### src/rtl/lsm.sv
// lsm: load/store stage, the consumer side of the execute-stage output handshake.
//
// It accepts one execute result per valid/ready handshake. ALU results go
// straight to the register-file write port with one cycle of latency.
// Memory accesses are issued as single pipelined Wishbone transfers. Loads
// write the extracted and extended data back to the register file.
//
// Ports:
//   clk_i, rst_i                  clock, asynchronous active-low reset
//   input_valid_i / input_ready_o execute-output handshake
//   result_write_i, result_addr_i rd write enable and index
//   result_i                      ALU result, or effective address for memory ops
//   ls_enable_i, ls_write_i       memory access and store/load select
//   ls_sel_i, ls_unsigned_load_i  access size (00 byte, 01 half, 1x word) and zero-extend
//   ls_write_data_i               store data (rs2)
//   wb_*                          pipelined Wishbone master
//   reg_write_o, reg_waddr_o,
//   reg_wdata_o                   register-file write port (single-cycle strobe)
module lsm (
   input  logic        clk_i,
   input  logic        rst_i,
   input  logic        input_valid_i,
   output logic        input_ready_o,
   input  logic        result_write_i,
   input  logic [4:0]  result_addr_i,
   input  logic [31:0] result_i,
   input  logic        ls_enable_i,
   input  logic        ls_write_i,
   input  logic [1:0]  ls_sel_i,
   input  logic        ls_unsigned_load_i,
   input  logic [31:0] ls_write_data_i,
   output logic [31:0] wb_adr_o,
   output logic [31:0] wb_dat_o,
   input  logic [31:0] wb_dat_i,
   output logic        wb_we_o,
   output logic [3:0]  wb_sel_o,
   output logic        wb_stb_o,
   output logic        wb_cyc_o,
   input  logic        wb_ack_i,
   input  logic        wb_stall_i,
   output logic        reg_write_o,
   output logic [4:0]  reg_waddr_o,
   output logic [31:0] reg_wdata_o
);

   typedef enum logic [1:0] {
      IDLE     = 2'd0,
      REQUEST  = 2'd1,
      WAIT_ACK = 2'd2
   } state_t;

   state_t      state;

   // Attributes of the in-flight memory access, captured at the handshake.
   logic [4:0]  rd_q;
   logic [1:0]  size_q;
   logic [1:0]  off_q;
   logic        unsigned_q;

   logic        transfer;
   logic        done;
   logic [31:0] load_data;
   logic [3:0]  sel_next;
   logic [31:0] dat_next;

   assign transfer = input_valid_i && input_ready_o;

   // An ack only counts once the strobe has been accepted. An ack seen while
   // the slave still stalls is ignored.
   assign done = ((state == REQUEST) && !wb_stall_i && wb_ack_i) ||
                 ((state == WAIT_ACK) && wb_ack_i);

   // Byte lanes and replicated store data for the incoming entry.
   always_comb begin
      sel_next = 4'b1111;
      dat_next = ls_write_data_i;
      case (ls_sel_i)
         2'b00: begin
            sel_next = 4'b0001 << result_i[1:0];
            dat_next = {4{ls_write_data_i[7:0]}};
         end
         2'b01: begin
            sel_next = 4'b0011 << {result_i[1], 1'b0};
            dat_next = {2{ls_write_data_i[15:0]}};
         end
         default: begin
            sel_next = 4'b1111;
            dat_next = ls_write_data_i;
         end
      endcase
   end

   // Shift the addressed lane down to bit 0, then extend it.
   always_comb begin
      logic [1:0]  lane;
      logic [31:0] v;
      lane      = (size_q == 2'b00) ? off_q : {off_q[1], 1'b0};
      v         = wb_dat_i >> {lane, 3'b000};
      load_data = wb_dat_i;
      case (size_q)
         2'b00:   load_data = unsigned_q ? {24'd0, v[7:0]}  : {{24{v[7]}}, v[7:0]};
         2'b01:   load_data = unsigned_q ? {16'd0, v[15:0]} : {{16{v[15]}}, v[15:0]};
         default: load_data = wb_dat_i;
      endcase
   end

   always_ff @(posedge clk_i or negedge rst_i) begin
      if (!rst_i) begin
         state         <= IDLE;
         input_ready_o <= 1'b1;
         wb_adr_o      <= '0;
         wb_dat_o      <= '0;
         wb_we_o       <= 1'b0;
         wb_sel_o      <= '0;
         wb_stb_o      <= 1'b0;
         wb_cyc_o      <= 1'b0;
         reg_write_o   <= 1'b0;
         reg_waddr_o   <= '0;
         reg_wdata_o   <= '0;
         rd_q          <= '0;
         size_q        <= '0;
         off_q         <= '0;
         unsigned_q    <= 1'b0;
      end else begin
         reg_write_o <= 1'b0;
         case (state)
            IDLE: begin
               if (transfer) begin
                  if (!ls_enable_i) begin
                     // The write port fields change only on a real write
                     // so they hold their last value otherwise.
                     if (result_write_i && (result_addr_i != 5'd0)) begin
                        reg_write_o <= 1'b1;
                        reg_waddr_o <= result_addr_i;
                        reg_wdata_o <= result_i;
                     end
                  end else begin
                     state         <= REQUEST;
                     input_ready_o <= 1'b0;
                     wb_cyc_o      <= 1'b1;
                     wb_stb_o      <= 1'b1;
                     wb_adr_o      <= {result_i[31:2], 2'b00};
                     wb_sel_o      <= sel_next;
                     wb_dat_o      <= dat_next;
                     wb_we_o       <= ls_write_i;
                     rd_q          <= result_addr_i;
                     size_q        <= ls_sel_i;
                     off_q         <= result_i[1:0];
                     unsigned_q    <= ls_unsigned_load_i;
                  end
               end
            end
            REQUEST: begin
               if (!wb_stall_i) begin
                  wb_stb_o <= 1'b0;
                  if (!wb_ack_i)
                     state <= WAIT_ACK;
               end
            end
            WAIT_ACK: ;
            default: state <= IDLE;
         endcase

         if (done) begin
            state         <= IDLE;
            input_ready_o <= 1'b1;
            wb_cyc_o      <= 1'b0;
            wb_stb_o      <= 1'b0;
            if (!wb_we_o && (rd_q != 5'd0)) begin
               reg_write_o <= 1'b1;
               reg_waddr_o <= rd_q;
               reg_wdata_o <= load_data;
            end
         end
      end
   end

endmodule

### config.mk
export PLATFORM = sky130hd
export DESIGN_NAME = lsm
export DESIGN_NICKNAME = d
export VERILOG_FILES = /design/src/rtl/lsm.sv
export SDC_FILE = /design/constraint.sdc
export NUM_CORES = 1
export LEC_CHECK = 0
export ABC_CLOCK_PERIOD_IN_PS = 3000
export CORE_ASPECT_RATIO = 1.2
export CORE_UTILIZATION = 48
export DETAILED_ROUTE_END_ITERATION = 7
export GPL_ROUTABILITY_DRIVEN = 0
export PLACE_DENSITY = 0.95
export SLEW_MARGIN = 40
export SYNTH_ARGS = -nofsm -noshare
export SYNTH_HDL_FRONTEND = slang
export SYNTH_SLANG_ARGS = --single-unit
### constraint.sdc
create_clock -name clk_i -period 3 [get_ports clk_i]
set_input_delay 0.9 -clock clk_i [delete_from_list [all_inputs] [get_ports clk_i]]
set_output_delay 0.9 -clock clk_i [all_outputs]
set_load 0.01 [all_outputs]
==> impl_metrics.py, run 1 <==
metrics = {
    "run_status": {
        "status": "finished clean",
    },
    "sta": {
        "hold_slack_ps": 474,
        "relSlewSlack_pct": 57.6,
        "finalHoldViolCount": 0,
        "final.setup_skew_ps": 11.0,
        "fin_crit_ps": 2470,
        "slew_violations": 0,
        "setup_slack_ps": 527,
        "setup_viol_count_final": 0,
        "fin_crit_sh_pct": 82.4,
        "setup_tns_ps": 0,
        "fmax_mhz": 404,
        "worst_pin_slew_ps": 636,
        "rsz0062_at_grt": "no",
    },
    "global_route": {
        "grt_pass1_wl_mm": 29.0,
        "antenna_found_initial": 0,
        "grt_max_degree": 121,
        "track_usage_pct": 31.1,
        "grt_pass1_vias": 5779,
        "overflow": 0,
    },
    "die": {
        "fp.dieH_um": 122,
        "rows": 43,
        "start_util_pct": 49.6,
        "die_x_um": 102,
        "dieArea_sq_mm": 0.0124,
        "io_pins": 222,
        "coreArea_sq_mm": 0.0116,
    },
    "place": {
        "detailed_place_hpwl_mm": 13.1,
        "dpl_cell_area_sq_mm": 0.00814,
        "dp_slack_ps": 118,
        "io_buffer_count": 219,
    },
    "clocking": {
        "clk_pin_slew_ps": 60,
        "cts_root_buffer": "clkbuf_16",
        "holdBufCountCts": 0,
        "clock_path_buffers": 2,
        "clk-insertion-delay-late_ps": 410,
        "cts_inserted_buffers": 17,
        "cts_max_level": 4,
        "post_cts_buffers": 0,
        "cts_tree": "done",
        "cts_resized": 0,
        "clock_sinks": 120,
    },
    "setup_path": {
        "crit_fanout": 26,
        "cp.arrival_ps": 2760,
        "crit_chain": "clkdlybuf4s50_1 -> or4_4 -> o21ai_4 -> buf_12 -> mux2i_1 -> o21ai_1",
        "critical_path.max_stage_delay_ps": 570,
        "crit_buf_inv": 2,
        "r2r_start": "size_q[0]",
        "required_ps": 3290,
        "worstSetupStartpoint": "result_addr_i[1]",
        "cp_top_family": "buffers and inverters",
        "slowest_stage": "or4_4",
        "critPathKind": "input port to flip-flop",
        "cp-end-kind": "flip-flop",
        "cp-start-kind": "input port",
        "r2r_cells": 5,
        "cp.depth": 6,
    },
    "synth": {
        "synth_cell_types": 42,
        "ys_seq_area_share_pct": 52.1,
        "syn_avg_cell_area_sq_um": 8.95,
        "syn_area_sq_mm": 0.00576,
        "synth-seq-cells": 120,
        "syn_inst": 644,
        "yosys_warnings": 0,
    },
    "worst_hold_path": {
        "hold_path.startpoint": "wb_adr_o[9]",
        "worstHoldPathType": "flip-flop to flip-flop",
        "hold_depth": 2,
    },
    "drt": {
        "drt-pass1-iter-count": 4,
        "ant_nets": 0,
        "wirelength_mm": 18.5,
        "via_count": 5652,
        "first_iter_violations": 293,
        "post-route-drc-count": 0,
        "viasPerCell": 5.52,
        "wl_per_cell_um": 18.1,
    },
    "pwr": {
        "p_leak_nw": 4.08,
        "vdd_ir_drop_max_mv": 0.326,
        "p_per_area_mw_per_mm2": 464,
    },
    "finish": {
        "layout_common_cells": "219 x nand2_1, 218 x clkdlybuf4s50_1, 119 x dfrtp_1",
        "final_area_sq_mm": 0.00876,
        "layout-drive-gt1-share_pct": 7.38,
        "final_common_cell": "nand2_1",
        "nNetsFinal": 966,
        "area_growth_pct": 52.1,
        "finish.utilization_pct": 75.4,
        "antennaDiodeCount": 0,
    },
    "flow_run": {
        "max-cap-violations": 0,
    },
}
area by class of cell:
class                      instances  area, sq um
clock buffer                      18          439
clock inverter                    14          186
fill                             791         2860
inverter                           3         11.3
multi-input combinational        474         2540
sequential                       120         3000
tap                              157          196
timing repair buffer             238         2380
cell usage after synthesis:
cell type    n  area [sq um]
a31oi_1      4          25.0
mux2_1       1          11.3
a211o_1      1          8.76
a21o_1       1          7.51
dfstp_2      1          26.3
buf_2       14          70.1
a211oi_2     1          12.5
buf_6        3          33.8
buf_4        3          22.5
nand3b_1     1          7.51
nor3b_1      1          7.51
inv_1        3          11.3
a32oi_1     16           140
o22ai_1      1          6.26
a22oi_1      1          7.51
a21oi_1     36           180
a2bb2oi_1    8          70.1
conb_1       1          3.75
or2_2        1          6.26
o21bai_1     1          7.51
nor3b_2      2          25.0
dfrtp_1    119          2980
nor2b_1      3          18.8
o21a_1       3          22.5
nor3_1       2          10.0
nand2b_1    16           100
clkbuf_1    28           105
o21ai_2      2          17.5
nand2_1    219           822
mux4_2       1          22.5
o21ai_0     45           225
or4_4        1          11.3
a222oi_1     1          10.0
a31o_1       1          8.76
nand4b_1     1          8.76
nor2_1      26          97.6
mux2i_1     41           410
nand3_1      9          45.0
o21ai_1     16          80.1
or3_1        1          6.26
o221ai_1     7          61.3
nor3_2       1          10.0
routing by layer:
metal / global-route usage (%) / share of wire (%) / vias to the layer above
met2: 52.2 / 50 / 262
met1: 32.9 / 36 / 2709
met5: 0 / 0 / -
li1: - / - / 2614
met4: 17.7 / 4.7 / 0
met3: 12.4 / 9.8 / 67
per-stage QoR:
step	total power, mW	cells
2_1_floorplan	1.71	645
5_1_grt	4.19	1024
4_1_cts	4.09	1024
3_3_place_gp	1.94	992
6_report	4.07	1024
3_5_place_dp	1.94	992
sequential cells by signal, summed over array words and instances, names as in the netlist, 2 cells and up:
signal       flops
reg_wdata_o     32
wb_dat_o        32
wb_adr_o        30
rd_q             5
reg_waddr_o      5
wb_sel_o         4
off_q            2
size_q           2
state            2
final timing paths:
| check | endpoint | slack (ps) |
|---|---|---|
| worst max-delay path | reg_wdata_o[13] | 530 |
| worst min-delay path | wb_adr_o[9] | 470 |
| worst max register to register | reg_wdata_o[17] | 930 |
| worst min register to register | wb_adr_o[9] | 470 |
| max in group asynchronous | unsigned_q | 1950 |
| min in group asynchronous | wb_dat_o[1] | 570 |
tightest hold or removal path, delay by kind of cell (launching register included):
kind / cells / cell delay [ps]
flops: 1 / 340
simple gates: 2 / 100
power by group:
| part | switching, mW | leakage, nW | internal [mW] |
|---|---|---|---|
| Sequential | 0 | 1.67 | 1.62 |
| Combinational | 0.132 | 2.10 | 0.167 |
| Clock | 0.797 | 0.306 | 1.35 |
logic make-up (layout without fill, tap and decap cells):
logic type / count (synthesis) / after routing / share of synthesized area (%)
other cells: 1 / 2 / 0.0651
flops: 120 / 120 / 52.1
mux: 43 / 43 / 7.71
buf+inv: 51 / 273 / 4.21
simple gates: 284 / 284 / 20.4
compound gates: 145 / 145 / 15.5
(Power assumes the default switching activity.)
==> run 2, diff against run 1 <==
--- a/config.mk
+++ b/config.mk
@@ -5,12 +5,12 @@
 export SDC_FILE = /design/constraint.sdc
 export NUM_CORES = 1
 export LEC_CHECK = 0
-export ABC_CLOCK_PERIOD_IN_PS = 3000
+export ABC_CLOCK_PERIOD_IN_PS = 2130
 export CORE_ASPECT_RATIO = 1.2
-export CORE_UTILIZATION = 48
+export CORE_UTILIZATION = 40
 export DETAILED_ROUTE_END_ITERATION = 7
 export GPL_ROUTABILITY_DRIVEN = 0
-export PLACE_DENSITY = 0.95
+export PLACE_DENSITY = 0.88
 export SLEW_MARGIN = 40
 export SYNTH_ARGS = -nofsm -noshare
 export SYNTH_HDL_FRONTEND = slang
==> constraint.sdc (replaced) <==
create_clock -name clk_i -period 2.13 [get_ports clk_i]
set_input_delay 0.639 -clock clk_i [delete_from_list [all_inputs] [get_ports clk_i]]
set_output_delay 0.639 -clock clk_i [all_outputs]
set_load 0.01 [all_outputs]
==> run 2 against run 1 <==
  * The run now ends with design-rule violations, negative setup slack left
  * Global-route usage shrank 5.7 points
  * Utilization shrank 10 points
  * Worst hold slack lost 270 ps
  * Register-to-register slack lost 660 ps
  * Sequential cell count is the same
  * Largest power group unchanged
==> impl_metrics.py, run 2 (synthesis gave the netlist of run 1 again) <==
metrics = {
    "clocking": {
        "cts_max_level": 4,
        "clock_sinks": 120,
        "cts_tree": "done",
        "clock_path_buffers": 2,
        "holdBufCountCts": 0,
        "cts_root_buffer": "clkbuf_16",
        "clk_pin_slew_ps": 60,
        "cts_inserted_buffers": 17,
        "clk-insertion-delay-late_ps": 400,
    },
    "sta": {
        "setup_slack_ps": -9.72,
        "hold_slack_ps": 204,
        "slew_violations": 0,
        "fin_crit_ps": 2140,
        "rsz0062_at_grt": "yes",
        "setup_viol_count_final": 3,
        "fin_crit_sh_pct": 100,
        "relSlewSlack_pct": 65.5,
        "finalHoldViolCount": 0,
        "worst_pin_slew_ps": 517,
        "final.setup_skew_ps": 8.49,
        "fmax_mhz": 467,
        "setup_tns_ps": -16.9,
    },
    "drt": {
        "wirelength_mm": 18.7,
        "wl_per_cell_um": 17.5,
        "ant_nets": 0,
        "viasPerCell": 5.27,
        "via_count": 5621,
        "post-route-drc-count": 18,
        "first_iter_violations": 350,
        "drt-pass1-iter-count": 8,
    },
    "finish": {
        "antennaDiodeCount": 0,
        "area_growth_pct": 58.0,
        "layout_common_cells": "219 x nand2_1, 215 x clkdlybuf4s50_1, 119 x dfrtp_1",
        "final_common_cell": "nand2_1",
        "n_fill_cell": 1090,
        "nNetsFinal": 995,
        "layout-drive-gt1-share_pct": 10.4,
        "reg_top3": "reg_wdata_o x32, wb_dat_o x32, wb_adr_o x30",
        "finish.utilization_pct": 65.3,
    },
    "global_route": {
        "overflow": 0,
        "grt_pass1_wl_mm": 29.6,
        "grt_pass1_vias": 5594,
        "antenna_found_initial": 0,
        "grt_max_degree": 64,
        "track_usage_pct": 25.5,
    },
    "run_status": {
        "status": "finished with violations",
        "violations": "design-rule violations, negative setup slack",
    },
    "place": {
        "dp_slack_ps": -370,
        "io_buffer_count": 219,
        "detailed_place_hpwl_mm": 13.7,
    },
    "pwr": {
        "vdd_ir_drop_max_mv": 0.389,
        "p_leak_nw": 4.26,
        "p_per_area_mw_per_mm2": 623,
        "power_mw": 5.67,
    },
    "setup_path": {
        "critPathKind": "input port to flip-flop",
        "crit_chain": "clkdlybuf4s50_1 -> or4_4 -> o21ai_4 -> buf_4 -> clkbuf_16 -> mux2i_1 -> o21ai_1",
        "slowest_stage": "or4_4",
        "cp-end-kind": "flip-flop",
        "required_ps": 2410,
        "critical_path.max_stage_delay_ps": 520,
        "crit_fanout": 11,
        "cp.arrival_ps": 2420,
        "cp-start-kind": "input port",
    },
    "die": {
        "start_util_pct": 41.3,
        "coreArea_sq_mm": 0.0139,
        "fp.dieH_um": 133,
        "dieArea_sq_mm": 0.0149,
        "die_x_um": 112,
        "io_pins": 222,
        "rows": 47,
    },
    "flow_run": {
        "max-cap-violations": 0,
    },
    "worst_hold_path": {
        "worstHoldPathType": "input port to asynchronous set/reset pin",
    },
}
## run 2: cell count changes in the layout (fill, tap and decap cells not counted), moves of 2 or more
cell,before,now
clkinvlp_4,1,4
buf_4,16,35
buf_12,4,10
dlymetal6s2s_1,0,2
inv_6,5,1
inv_8,2,0
clkinv_4,2,5
clkdlybuf4s50_1,218,215
clkbuf_16,17,19
## run 2: metrics by stage
stage,instances,area [sq um]
after global placement,1030,8410
after global routing,1066,9100
final,1066,9100
after detailed placement,1030,8410
after floorplan,645,5770
after CTS,1061,9010
## run 2: repair_timing
item	4_1_cts	5_1_grt
pin swaps	0	3
cloned	0	2
setup endpoints to repair	1	3
gates resized for setup	1	6
setup buffers	0	3
## run 2: final timing paths
kind                       slack, ps        startpoint  cells past startpoint              to
setup / recovery                 -10  result_addr_i[1]                      7  reg_wdata_o[6]
hold / removal                   200             rst_i                      1    wb_adr_o[22]
setup reg to reg                 270          state[0]                      7  reg_wdata_o[2]
hold reg to reg                  470      wb_adr_o[10]                      2    wb_adr_o[10]
max in group asynchronous       1320             rst_i                      2    wb_dat_o[24]
min in group clk_i               470      wb_adr_o[10]                      2    wb_adr_o[10]
## run 2: area by class of cell
class | instances | area (sq um) | area share, %
clock buffer | 17 | 425 | 4.67
clock inverter | 14 | 178 | 1.95
inverter | 3 | 11.3 | 0.124
multi-input combinational | 474 | 2550 | 28.0
sequential | 120 | 3000 | 33.0
tap | 171 | 214 | 2.35
timing repair buffer | 267 | 2730 | 29.9
## run 2: power by group
group	internal (mW)	total, mW	switching, mW
registers	2.28	2.28	0
logic	0.260	0.445	0.185
clock network	1.84	2.94	1.10
total	4.38	5.67	1.29
## run 2: layer usage
layer	GRT usage [%]	routed length (um)	vias up
met5	0	0	-
met3	7.01	1510	28
met4	8.56	416	0
met1	30.2	7330	2697
met2	44.4	9440	233
li1	-	-	2663
## run 2: worst max-delay path: cells and delay by family
kind	cells	cell delay [ps]
and+or+nand+nor	1	520
buffers and inverters	3	800
AOI/OAI and AO/OA	2	270
muxes	1	180
==> run 3, diff against run 2 <==
--- a/config.mk
+++ b/config.mk
@@ -10,6 +10,7 @@
 export CORE_UTILIZATION = 40
 export DETAILED_ROUTE_END_ITERATION = 7
 export GPL_ROUTABILITY_DRIVEN = 0
+export GPL_TIMING_DRIVEN = 0
 export PLACE_DENSITY = 0.88
 export SLEW_MARGIN = 40
 export SYNTH_ARGS = -nofsm -noshare
==> run 3 against run 2 <==
  * The flow finishes with violations (design-rule violations)
  * Global-route usage up 1.3 points
  * Sequential share of layout area grew 0.56 points
  * Combinational power decreased by 5.6%
  * Critical path depth stayed put
  * Design area down 1.7%
  * Total power up 4.0%
  * Critical path type unchanged
  * Largest power group unchanged
  * Highest routed layer unchanged
==> impl_metrics.py, run 3 (synthesis gave the netlist of run 1 again) <==
metrics = {
    "sta": {
        "finalHoldViolCount": 0,
        "fin_crit_ps": 2080,
        "final.setup_skew_ps": 8.70,
        "relSlewSlack_pct": 57.7,
        "setup_viol_count_final": 0,
        "rsz0062_at_grt": "yes",
        "worst_pin_slew_ps": 634,
        "fin_crit_sh_pct": 97.9,
        "setup_tns_ps": 0,
        "fmax_mhz": 480,
        "hold_slack_ps": 136,
        "slew_violations": 0,
    },
    "run_status": {
        "status": "finished with violations",
        "violations": "design-rule violations",
    },
    "pwr": {
        "vdd_ir_drop_max_mv": 0.392,
        "p_per_area_mw_per_mm2": 659,
        "power_mw": 5.90,
        "p_leak_nw": 4.18,
    },
    "global_route": {
        "grt_pass1_vias": 5773,
        "track_usage_pct": 26.8,
        "overflow": 0,
        "grt_max_degree": 62,
        "grt_pass1_wl_mm": 30.3,
        "antenna_found_initial": 0,
    },
    "setup_path": {
        "cp-start-kind": "input port",
        "crit_fanout": 10,
        "required_ps": 2470,
        "crit_chain": "clkdlybuf4s50_1 -> nor3b_2 -> o21ai_2 -> a211oi_2 -> buf_2 -> o221ai_1 -> o21ai_1",
        "slowest_stage": "clkdlybuf4s50_1",
        "cp_top_family": "compound AO/OA/AOI/OAI gates",
        "cp.arrival_ps": 2430,
        "cp-end-kind": "flip-flop",
        "critPathKind": "input port to flip-flop",
        "crit_buf_inv": 2,
        "critical_path.max_stage_delay_ps": 460,
    },
    "clocking": {
        "clk-insertion-delay-late_ps": 420,
        "cts_max_level": 4,
        "clock_sinks": 120,
        "clk_pin_slew_ps": 50,
        "cts_root_buffer": "clkbuf_16",
        "holdBufCountCts": 0,
        "cts_inserted_buffers": 17,
        "cts_tree": "done",
        "clock_path_buffers": 2,
    },
    "drt": {
        "wl_per_cell_um": 18.1,
        "via_count": 5683,
        "first_iter_violations": 393,
        "drt-pass1-iter-count": 7,
        "viasPerCell": 5.30,
        "ant_nets": 0,
        "wirelength_mm": 19.4,
        "post-route-drc-count": 18,
    },
    "die": {
        "io_pins": 222,
        "dieArea_sq_mm": 0.0149,
        "fp.dieH_um": 133,
        "coreArea_sq_mm": 0.0139,
        "rows": 47,
        "die_x_um": 112,
        "start_util_pct": 41.3,
    },
    "place": {
        "detailed_place_hpwl_mm": 14.4,
        "placedCellCount": 1036,
        "io_buffer_count": 219,
    },
    "flow_run": {
        "max-cap-violations": 0,
    },
    "finish": {
        "layout.cells.non_filler": 1072,
        "layout-drive-gt1-share_pct": 9.10,
        "n_fill_cell": 1145,
        "layout_common_cells": "219 x nand2_1, 213 x clkdlybuf4s50_1, 119 x dfrtp_1",
        "area_growth_pct": 55.4,
        "reg_top3": "reg_wdata_o x32, wb_dat_o x32, wb_adr_o x30",
        "multi_input_area_sq_mm": 0.00256,
        "final_common_cell": "nand2_1",
        "finish.utilization_pct": 64.2,
        "nNetsFinal": 1000,
        "antennaDiodeCount": 0,
        "register_area_sq_mm": 0.00300,
    },
    "worst_hold_path": {
        "worstHoldPathType": "input port to asynchronous set/reset pin",
    },
}
-- run 3: cell count changes in the layout (fill, tap and decap cells not counted), moves of 3 or more --
cell / before / now
clkbuf_4: 0 / 3
dlygate4sd2_1: 1 / 4
clkbuf_1: 0 / 20
buf_12: 10 / 0
clkbuf_2: 0 / 6
buf_2: 0 / 13
clkinv_4: 5 / 2
buf_4: 35 / 7
-- run 3: area by class of cell --
| cell class | count | share of cell area [%] |
|---|---|---|
| buffer | 47 | 2.82 |
| clock buffer | 20 | 5.10 |
| clock inverter | 12 | 2.21 |
| inverter | 3 | 0.126 |
| multi-input combinational | 474 | 28.6 |
| sequential | 120 | 33.6 |
| tap | 171 | 2.39 |
| timing repair buffer | 225 | 25.2 |
-- run 3: worst paths after layout --
kind,start,endpoint,slack [ps],depth (start not counted)
setup / recovery,wb_stall_i,reg_wdata_o[2],50,7
hold / removal,rst_i,wb_adr_o[25],140,1
setup reg to reg,size_q[1],reg_wdata_o[28],170,7
hold reg to reg,wb_adr_o[18],wb_adr_o[18],470,2
max in group asynchronous,rst_i,wb_dat_o[24],1330,2
min in group clk_i,wb_adr_o[18],wb_adr_o[18],470,2
-- run 3: what timing repair did --
item	CTS	global route
gates resized for setup	22	8
buffers inserted	0	2
gates cloned	3	0
pin swaps	3	1
setup endpoints to repair	51	57
-- run 3: report_power, final --
part	internal, mW	switching [mW]	leakage, nW	total (mW)
registers	2.28	0	1.67	2.28
clock network	2.13	1.06	0.316	3.20
logic	0.236	0.184	2.20	0.420
-- run 3: metrics by stage --
step                instance area [sq um]  setup slack [ps]
floorplan                            5770               214
global placement                     8170             -4330
detailed placement                   8200              -799
CTS                                  8910              13.2
global route                         8950             -26.7
finish                               8950              45.5
-- run 3: routing by layer --
metal  vias to the layer above  track usage, %  routed length (um)
met3                        53            7.51                1500
met2                       247            45.3                9480
met4                         0            13.4                 747
met5                         -               0                   0
li1                       2680               -                   -
met1                      2703            31.2                7670
